==> config.mk <==
export PLATFORM = sky130hd
export DESIGN_NAME = wb_cmd_formatter
export DESIGN_NICKNAME = d
export VERILOG_FILES = /design/src/rtl/wb_cmd_pkg.sv /design/src/rtl/cmd_fifo.sv /design/src/rtl/wb_cmd_formatter.sv
export SDC_FILE = /design/constraint.sdc
export NUM_CORES = 1
export LEC_CHECK = 0
export ABC_AREA = 1
export CAP_MARGIN = 0
export CELL_PAD_IN_SITES_DETAIL_PLACEMENT = 1
export CELL_PAD_IN_SITES_GLOBAL_PLACEMENT = 1
export CORE_MARGIN = 2
export CORE_UTILIZATION = 46
export CTS_BUF_LIST = sky130_fd_sc_hd__clkbuf_4
export CTS_CLUSTER_SIZE = 16
export DETAILED_ROUTE_END_ITERATION = 10
export GPL_TIMING_DRIVEN = 0
export PLACE_DENSITY = 0.94
export SYNTH_ARGS = -nofsm -noshare
export SYNTH_HDL_FRONTEND = slang
export SYNTH_SLANG_ARGS = --single-unit
==> constraint.sdc <==
create_clock -name clk -period 3.5 [get_ports clk]
set_input_delay 1.05 -clock clk [delete_from_list [all_inputs] [get_ports clk]]
set_output_delay 1.05 -clock clk [all_outputs]
set_load 0.1 [all_outputs]
==> src/rtl/wb_cmd_pkg.sv <==
// Shared definitions for the host-command to Wishbone formatter:
// FSM encodings and the bit layout of the 32-bit command word.
package wb_cmd_pkg;

  typedef enum logic [1:0] {
    IDLE = 2'd0,
    REQ  = 2'd1,
    DONE = 2'd2
  } state_t;

  localparam int CMD_W       = 32;
  localparam int CMD_WE_BIT  = 31;
  localparam int CMD_ADR_MSB = 30;
  localparam int CMD_ADR_LSB = 24;
  localparam int CMD_DAT_MSB = 15;
  localparam int TMO_CNT_W   = 16;

endpackage

==> src/rtl/cmd_fifo.sv <==
// First-word-fall-through synchronous FIFO holding queued host commands.
// Pushes while full and pops while empty are ignored.
module cmd_fifo #(
  parameter int WIDTH = 32,
  parameter int DEPTH = 4
) (
  input  logic             clk,
  input  logic             rst,
  input  logic             push,
  input  logic             pop,
  input  logic [WIDTH-1:0] din,
  output logic [WIDTH-1:0] dout,
  output logic             full,
  output logic             empty
);

  localparam int AW = $clog2(DEPTH);
  localparam logic [AW:0] PTR_ONE = (AW + 1)'(1);

  logic [WIDTH-1:0] mem [DEPTH];
  logic [AW:0]      wr_ptr;
  logic [AW:0]      rd_ptr;
  logic             do_push;
  logic             do_pop;

  assign do_push = push && !full;
  assign do_pop  = pop && !empty;

  // Extra pointer MSB tells a wrapped (full) queue apart from an empty one.
  assign empty = (wr_ptr == rd_ptr);
  assign full  = (wr_ptr[AW] != rd_ptr[AW]) && (wr_ptr[AW-1:0] == rd_ptr[AW-1:0]);
  assign dout  = mem[rd_ptr[AW-1:0]];

  always_ff @(posedge clk) begin
    if (rst) begin
      wr_ptr <= '0;
      rd_ptr <= '0;
    end else begin
      if (do_push) wr_ptr <= wr_ptr + PTR_ONE;
      if (do_pop)  rd_ptr <= rd_ptr + PTR_ONE;
    end
  end

  always_ff @(posedge clk) begin
    if (do_push) mem[wr_ptr[AW-1:0]] <= din;
  end

endmodule

==> src/rtl/wb_cmd_formatter.sv <==
// Turns queued 32-bit host command words into single Wishbone classic cycles,
// with an ack timeout, read-data capture and sticky drop/timeout flags.
module wb_cmd_formatter
  import wb_cmd_pkg::*;
#(
  parameter int ADR_W     = 7,
  parameter int DAT_W     = 16,
  parameter int CMD_DEPTH = 4,
  parameter int TIMEOUT   = 255
) (
  input  logic             clk,
  input  logic             rst,
  input  logic [31:0]      ep_dataout,
  input  logic             trigger,
  output logic             wb_cyc_o,
  output logic             wb_stb_o,
  output logic             wb_we_o,
  output logic [ADR_W-1:0] wb_adr_o,
  output logic [DAT_W-1:0] wb_dat_o,
  input  logic [DAT_W-1:0] wb_dat_i,
  input  logic             wb_ack_i,
  output logic [DAT_W-1:0] rd_data,
  output logic             rd_valid,
  output logic             busy,
  output logic             cmd_dropped,
  output logic             wb_timeout
);

  localparam logic [TMO_CNT_W-1:0] CNT_ONE  = TMO_CNT_W'(1);
  localparam logic [TMO_CNT_W-1:0] CNT_LAST = TMO_CNT_W'(TIMEOUT - 1);

  state_t               state_q, state_d;
  logic [TMO_CNT_W-1:0] cnt_q, cnt_d;
  logic                 cyc_q, cyc_d;
  logic                 we_q, we_d;
  logic [ADR_W-1:0]     adr_q, adr_d;
  logic [DAT_W-1:0]     dat_q, dat_d;
  logic [DAT_W-1:0]     rd_data_q, rd_data_d;
  logic                 rd_valid_q, rd_valid_d;
  logic                 timeout_q, timeout_d;
  logic                 dropped_q;
  logic                 busy_q;

  logic                 fifo_push;
  logic                 fifo_pop;
  logic                 fifo_full;
  logic                 fifo_empty;
  logic [CMD_W-1:0]     fifo_dout;
  logic [7:0]           unused_rsvd;

  assign fifo_push   = trigger && !fifo_full;
  assign unused_rsvd = fifo_dout[23:16];

  cmd_fifo #(
    .WIDTH (CMD_W),
    .DEPTH (CMD_DEPTH)
  ) u_fifo (
    .clk   (clk),
    .rst   (rst),
    .push  (fifo_push),
    .pop   (fifo_pop),
    .din   (ep_dataout),
    .dout  (fifo_dout),
    .full  (fifo_full),
    .empty (fifo_empty)
  );

  always_comb begin
    state_d    = state_q;
    cnt_d      = cnt_q;
    cyc_d      = cyc_q;
    we_d       = we_q;
    adr_d      = adr_q;
    dat_d      = dat_q;
    rd_data_d  = rd_data_q;
    rd_valid_d = 1'b0;
    timeout_d  = timeout_q;
    fifo_pop   = 1'b0;
    case (state_q)
      IDLE: begin
        if (!fifo_empty) begin
          fifo_pop = 1'b1;
          we_d     = fifo_dout[CMD_WE_BIT];
          adr_d    = fifo_dout[CMD_ADR_LSB +: ADR_W];
          dat_d    = fifo_dout[CMD_DAT_MSB -: DAT_W];
          cyc_d    = 1'b1;
          state_d  = REQ;
        end
      end
      REQ: begin
        // Ack wins over a simultaneous expiry of the wait counter.
        if (wb_ack_i) begin
          cyc_d   = 1'b0;
          state_d = DONE;
          if (!we_q) begin
            rd_data_d  = wb_dat_i;
            rd_valid_d = 1'b1;
          end
        end else if (cnt_q == CNT_LAST) begin
          cyc_d     = 1'b0;
          timeout_d = 1'b1;
          cnt_d     = cnt_q + CNT_ONE;
          state_d   = DONE;
        end else begin
          cnt_d = cnt_q + CNT_ONE;
        end
      end
      DONE: begin
        cnt_d   = '0;
        state_d = IDLE;
      end
      default: state_d = IDLE;
    endcase
  end

  always_ff @(posedge clk) begin
    if (rst) begin
      state_q    <= IDLE;
      cnt_q      <= '0;
      cyc_q      <= 1'b0;
      we_q       <= 1'b0;
      adr_q      <= '0;
      dat_q      <= '0;
      rd_data_q  <= '0;
      rd_valid_q <= 1'b0;
      timeout_q  <= 1'b0;
      dropped_q  <= 1'b0;
      busy_q     <= 1'b0;
    end else begin
      state_q    <= state_d;
      cnt_q      <= cnt_d;
      cyc_q      <= cyc_d;
      we_q       <= we_d;
      adr_q      <= adr_d;
      dat_q      <= dat_d;
      rd_data_q  <= rd_data_d;
      rd_valid_q <= rd_valid_d;
      timeout_q  <= timeout_d;
      dropped_q  <= dropped_q || (trigger && fifo_full);
      busy_q     <= !fifo_empty || (state_q != IDLE);
    end
  end

  // Strobe and cycle are asserted and released together for single transfers.
  assign wb_cyc_o    = cyc_q;
  assign wb_stb_o    = cyc_q;
  assign wb_we_o     = we_q;
  assign wb_adr_o    = adr_q;
  assign wb_dat_o    = dat_q;
  assign rd_data     = rd_data_q;
  assign rd_valid    = rd_valid_q;
  assign busy        = busy_q;
  assign cmd_dropped = dropped_q;
  assign wb_timeout  = timeout_q;

endmodule
==> metrics.cfg, run 1 <==
[detailed_routing]
initialDrtViolationCount = 362
firstDrtPassIters = 4
ant_nets = 0
remaining_drc_errors = 0
via_per_inst = 5.24
vias = 5357
route.detailed.wl_per_inst_um = 18.2
routed_wl_um = 18600

[clock_network]
clk_latency_ns = 0.59
cts_tree = done
cts_buffers = 17
cts.sinks = 165
clock_path_buffers = 2
cts_root_buf = clkbuf_4
cts_repair_resize_count = 0
cts_setup_buffers = 0
cts_hold_buf = 0
htreeDepth = 4
cts.clk_slew.worst_paths_ns = 0.16

[setup_path]
crit_type = register to primary output
reg2reg_depth = 7
crit_fanout = 3
rr_endpoint = u_fifo.mem[3][4]$_DFFE_PP_
worstPathRequired_ns = 2.45
endpoint_kind = primary output
arrival_ns = 2.22
critical_path.top_delay_family = buffers and inverters
path_buf_inv = 2
setup.worst_path.start_class = register
path_cells = buf_4 > clkdlybuf4s50_1
cpPeakStageDelay_ns = 1.11
cp_slowest_cell = clkdlybuf4s50_1
r2r_slack_ns = 0.95
reg2reg_from = u_fifo.rd_ptr[1]$_SDFFE_PP0P_

[timing]
fin_skew_ns = 0.0263
setup_viol = 0
fin_crit_ns = 3.27
max_slew_margin_pct = 32.5
fmax_mhz = 306
fin_ws_ns = 0.234
rsz0062_at_grt = false
final_hold_viol_count = 0
slew_violations = 0
post-route-period-util_pct = 93.3
fin_setup_tns_ns = 0
tightestPinTransition_ns = 1.01

[flow_run]
maxCapViolations = 0

[synthesis]
ys.flop_type = edfxtp_1
netlist.top_cell.by_area = edfxtp_1
synth.avg_cell_area_um2 = 9.43
syn-instance-count = 713
synth_nets = 772
synth_area_leaders = edfxtp_1, dfxtp_1, nor2_1
netlist_area_um2 = 6730
synth_cell_types = 28
ys_ff_latch = 165
seq_area_frac_synth_pct = 63.4
yosysTopAreaCellShare_pct = 42.9
synth_most_common_cell = nor2_1
ys_warn_count = 0
async_reset_ff_share_pct = 0
synth_edf_count = 96
synth_commonest_cells = nor2_1, nand2_1, edfxtp_1, o21ai_0, dfxtp_1

[die]
die_w_um = 125
dieArea_um2 = 15600
ios = 98
initial_utilization_pct = 46.6
die_y_um = 125
row_count = 44
fp.coreArea_um2 = 14400

[placed_design]
io_buffers = 89
place_congestion = 0.858
dp_slack_ns = 0.334
dp.cells = 990
hpwl_um = 13700
dpl-instance-area_um2 = 7950

[global_routing]
track_usage_pct = 24.7
grt_pass1_wl_um = 30000
grt_pass1_vias = 5827
grt_max_degree = 19
antenna_found_initial = 1
gr-total-overflow = 0

[hold_path]
min_path_cells = 2
min_to = cmd_dropped$_SDFF_PP0_
hold_path_class = register to register
min_from = cmd_dropped$_SDFF_PP0_

[final_layout]
layout-drive-gt1-share_pct = 8.35
final_area_um2 = 8220
syn_to_final_growth_pct = 22.3
stdcell_count = 1023
fill_cells = 1643
layout.nets = 884

[power_and_ir_drop]
p_leak_nw = 3.16
ir_drop_mv = 0.484
power_mw = 6.65
cellPowerDensity_nw_per_um2 = 809

[status]
outcome = complete, no violations

-- metal layers --
metal  wire length, um  vias to the layer above  global-route usage [%]
li1                  -                     2573                       -
met1              7710                     2619                    29.6
met2              9830                      137                    43.7
met3               705                       28                    5.80
met4               377                        0                    8.95
met5                 0                        -                       0
-- worst reg2reg max path: cells and delay by family, from the launching register on --
kind	cells	cell delay (ns)
AND/OR/NAND/NOR	5	1.31
buffers and inverters	2	0.39
flip-flops	1	0.58
-- cell type report --
type                       instances  area (um^2)  area share [%]
antenna                            1         2.50          0.0304
buffer                            31          176            2.15
clock buffer                      18          135            1.64
clock inverter                    14          131            1.60
inverter                          65          244            2.97
multi-input combinational        452         2050            24.9
sequential                       165         4260            51.9
tap                              184          230            2.80
timing repair buffer              93          988            12.0
-- layout by cell type, fill, tap and decap left out, types with 3 or more instances in the layout --
cell	instances
dfxtp_1	69
inv_6	5
inv_2	3
inv_8	6
a21oi_1	13
nand3_1	19
o22ai_1	24
edfxtp_1	96
clkdlybuf4s50_1	89
nor3_1	3
buf_6	5
nand2_1	118
clkbuf_1	14
buf_16	3
nand2_2	3
nand4_1	3
clkbuf_4	18
buf_2	9
buf_4	3
inv_1	62
nor2_1	170
nor2_2	6
o21ai_0	74
ha_1	7
-- stage by stage --
step | hold slack, ns | utilization (%)
detailed placement | 0.450 | 55.1
global placement | 0.439 | 54.4
floorplan | 0.456 | -
global route | 0.501 | 57.0
CTS | 0.471 | 57.0
finish | 0.472 | 57.0
-- worst max-delay path by stage --
stage	start	to	slack, ns	cells past startpoint
final	wb_cyc_o$_SDFFE_PP0P_	wb_stb_o	0.23	2
after detailed placement	trigger	u_fifo.mem[3][5]$_DFFE_PP_	0.33	4
after CTS	wb_cyc_o$_SDFFE_PP0P_	wb_stb_o	0.19	2
after global routing	wb_cyc_o$_SDFFE_PP0P_	wb_stb_o	0.14	2
after floorplan	trigger	u_fifo.mem[0][0]$_DFFE_PP_	0.89	2
after global placement	trigger	u_fifo.mem[0][2]$_DFFE_PP_	-0.53	3
-- flip-flops by register name (all words and copies together), names as in the netlist --
register / flops
wb_cyc_o: 1
rd_valid: 1
wb_dat_o: 16
state_q: 2
cnt_q: 16
wb_we_o: 1
rd_data: 16
u_fifo.mem: 96
u_fifo.rd_ptr: 3
wb_adr_o: 7
busy: 1
wb_timeout: 1
u_fifo.wr_ptr: 3
cmd_dropped: 1
-- logic make-up after synthesis --
logic type	after synthesis	synth area share [%]
AO/OA/AOI/OAI	113	8.93
XOR/XNOR	2	0.261
adder cells (fa/ha/maj)	7	1.30
buffers and inverters	96	6.25
flip-flops	165	63.4
AND/OR/NAND/NOR	330	19.9
-- power breakdown --
group	switching, mW	internal [mW]	total, mW
registers	0.147	2.31	2.45
logic	2.31	0.789	3.10
clock network	0.767	0.327	1.09
total	3.23	3.42	6.65
(Power assumes the default switching activity.)
==> run 2, diff against run 1 <==
- CORE_MARGIN: 2 -> 3
==> metrics.cfg, run 2 (synthesis results as in run 1) <==
[setup_path]
path_cells = buf_4 > clkdlybuf4s50_1
rr_endpoint = u_fifo.mem[3][9]$_DFFE_PP_
endpoint_kind = primary output
critical_path.top_delay_family = buffers and inverters
cp_slowest_cell = clkdlybuf4s50_1
worstPathRequired_ns = 2.45  ; about the same
arrival_ns = 2.26  ; +0.04 ns
reg2reg_from = u_fifo.rd_ptr[1]$_SDFFE_PP0P_
r2r_slack_ns = 1.09  ; +0.14 ns
crit_fanout = 3  ; unchanged
reg2reg_depth = 6  ; -1
setup.worst_path.start_class = register
crit_type = register to primary output
path_buf_inv = 2  ; unchanged
cpPeakStageDelay_ns = 1.12  ; about the same

[global_routing]
grt_pass1_vias = 5968  ; +2.4%
track_usage_pct = 23.8  ; -0.89 points
grt_max_degree = 25  ; +6
gr-total-overflow = 0  ; unchanged
grt_pass1_wl_um = 30000  ; -0.14%
antenna_found_initial = 0  ; -1

[timing]
post-route-period-util_pct = 94.6  ; +1.3 points
fin_crit_ns = 3.31  ; +0.0456 ns
final_hold_viol_count = 0  ; unchanged
fin_ws_ns = 0.188  ; -0.0456 ns
rsz0062_at_grt = false
whs_ns = 0.465  ; -0.00657 ns
slew_violations = 0  ; unchanged
setup_viol = 0  ; unchanged
fin_skew_ns = 0.0190  ; -0.00731 ns
fin_setup_tns_ns = 0  ; unchanged
fmax_mhz = 302  ; -1.4%
tightestPinTransition_ns = 0.994  ; -0.0159 ns
max_slew_margin_pct = 33.5  ; +1.1 points

[die]
initial_utilization_pct = 47.7  ; +1.1 points
ios = 98  ; unchanged
dieArea_um2 = 16100  ; +3.2%
row_count = 43  ; -2.3%
die_w_um = 127  ; +1.6%
die_y_um = 127  ; +1.6%
fp.coreArea_um2 = 14100  ; -2.3%

[hold_path]
hold_path_class = register to register
min_from = cmd_dropped$_SDFF_PP0_
min_path_cells = 2  ; unchanged
min_to = cmd_dropped$_SDFF_PP0_

[clock_network]
clock_path_buffers = 2  ; unchanged
cts_root_buf = clkbuf_4
cts_tree = done
cts_buffers = 17  ; unchanged
clk_latency_ns = 0.58  ; about the same
htreeDepth = 4  ; unchanged
cts_setup_buffers = 0  ; unchanged
cts_repair_resize_count = 0  ; unchanged
cts.sinks = 165  ; unchanged
cts_hold_buf = 0  ; unchanged
cts.clk_slew.worst_paths_ns = 0.13  ; -0.03 ns

[detailed_routing]
firstDrtPassIters = 5  ; +1
via_per_inst = 5.33  ; +1.7%
vias = 5418  ; +1.1%
route.detailed.wl_per_inst_um = 18.5  ; +1.9%
remaining_drc_errors = 0  ; unchanged
initialDrtViolationCount = 379  ; +4.7%
ant_nets = 0  ; unchanged
routed_wl_um = 18900  ; +1.3%

[placed_design]
dp.cells = 985  ; -0.51%
hpwl_um = 13600  ; -0.42%
place_congestion = 0.831  ; -3.2%
dp_slack_ns = 0.512  ; +0.178 ns
io_buffers = 89  ; unchanged
dpl-instance-area_um2 = 7900  ; -0.66%

[final_layout]
final_common_cell = nor2_1
n_antenna_cell = 0  ; -1
utilization_pct = 58.2  ; +1.2 points
syn_to_final_growth_pct = 21.9
stdcell_count = 1017  ; -0.59%
layout-drive-gt1-share_pct = 8.24  ; -0.11 points
mostFrequentLayoutCells = nor2_1, nand2_1, edfxtp_1
final_area_um2 = 8200  ; -0.29%
multiInputGateArea_um2 = 2060  ; +0.24%
layout.nets = 883  ; -0.11%
largest_reg_flops = 96  ; unchanged
regArea_um2 = 4260  ; unchanged
fill_cells = 1613  ; -1.8%

[power_and_ir_drop]
netSwitchingFraction_pct = 47.1  ; -1.4 points
power_mw = 6.69  ; +0.68%
p_clk_share_pct = 17.5  ; +1.0 points
p_comb_share_pct = 45.7  ; -1.0 points
switching_power_mw = 3.15  ; -2.3%
p_leak_nw = 3.16  ; about the same
seq_power_share_pct = 36.8  ; about the same
p_int_mw = 3.54  ; +3.5%
ir_drop_mv = 0.499  ; +3.2%
cellPowerDensity_nw_per_um2 = 816  ; +0.97%

[flow_run]
maxCapViolations = 0  ; unchanged

[status]
outcome = complete, no violations

## run 2: changes by cell type in the layout (fill, tap and decap cells not counted)
cell	change
inv_8	-4
buf_16	-3
buf_8	+2
bufinv_16	+2
clkinvlp_4	-2
inv_6	+2
clkinv_2	+1
clkinv_4	+1
diode_2	-1
nor2_2	-1
nor2_4	+1
## run 2: per-layer routing
metal	vias up	share of wire, %	GRT usage (%)
li1	2563	-	-
met1	2643	41	27.2
met2	176	52	43.4
met3	36	4.9	4.63
met4	0	2.2	10.1
met5	-	0	0
## run 2: worst min-delay path, cell delays in order, from the launching register on
cell	delay (ns)
dfxtp_1	0.34
inv_1	0.05
a21oi_1	0.05
## run 2: how the worst max path moves through the flow
stage                                     start                           to  slack, ns  depth (start not counted)
after floorplan                         trigger   u_fifo.mem[0][0]$_DFFE_PP_       0.89                          2
after global placement                  trigger  u_fifo.mem[3][14]$_DFFE_PP_      -0.55                          3
after detailed placement                trigger  u_fifo.mem[3][26]$_DFFE_PP_       0.51                          3
after CTS                  wb_we_o$_SDFFE_PP0P_                      wb_we_o       0.15                          1
after global routing      wb_cyc_o$_SDFFE_PP0P_                     wb_stb_o       0.12                          2
final                     wb_cyc_o$_SDFFE_PP0P_                     wb_stb_o       0.19                          2
## run 2: power groups by stage
stage	sequential [mW]	combinational, mW	clock (mW)
after floorplan	3.56	1.12	0
after global placement	2.48	2.91	0
after detailed placement	2.50	3.05	0
after CTS	2.46	3.07	1.20
after global routing	2.49	3.27	1.27
final	2.46	3.06	1.17
## run 2: area by class of cell
cell class | instances | share of cell area [%]
Buffer | 31 | 2.15
Clock buffer | 18 | 1.65
Clock inverter | 14 | 1.98
Inverter | 65 | 2.98
Multi-Input combinational cell | 452 | 25.1
Sequential cell | 165 | 52.0
Tap cell | 180 | 2.75
Timing Repair Buffer | 92 | 11.4
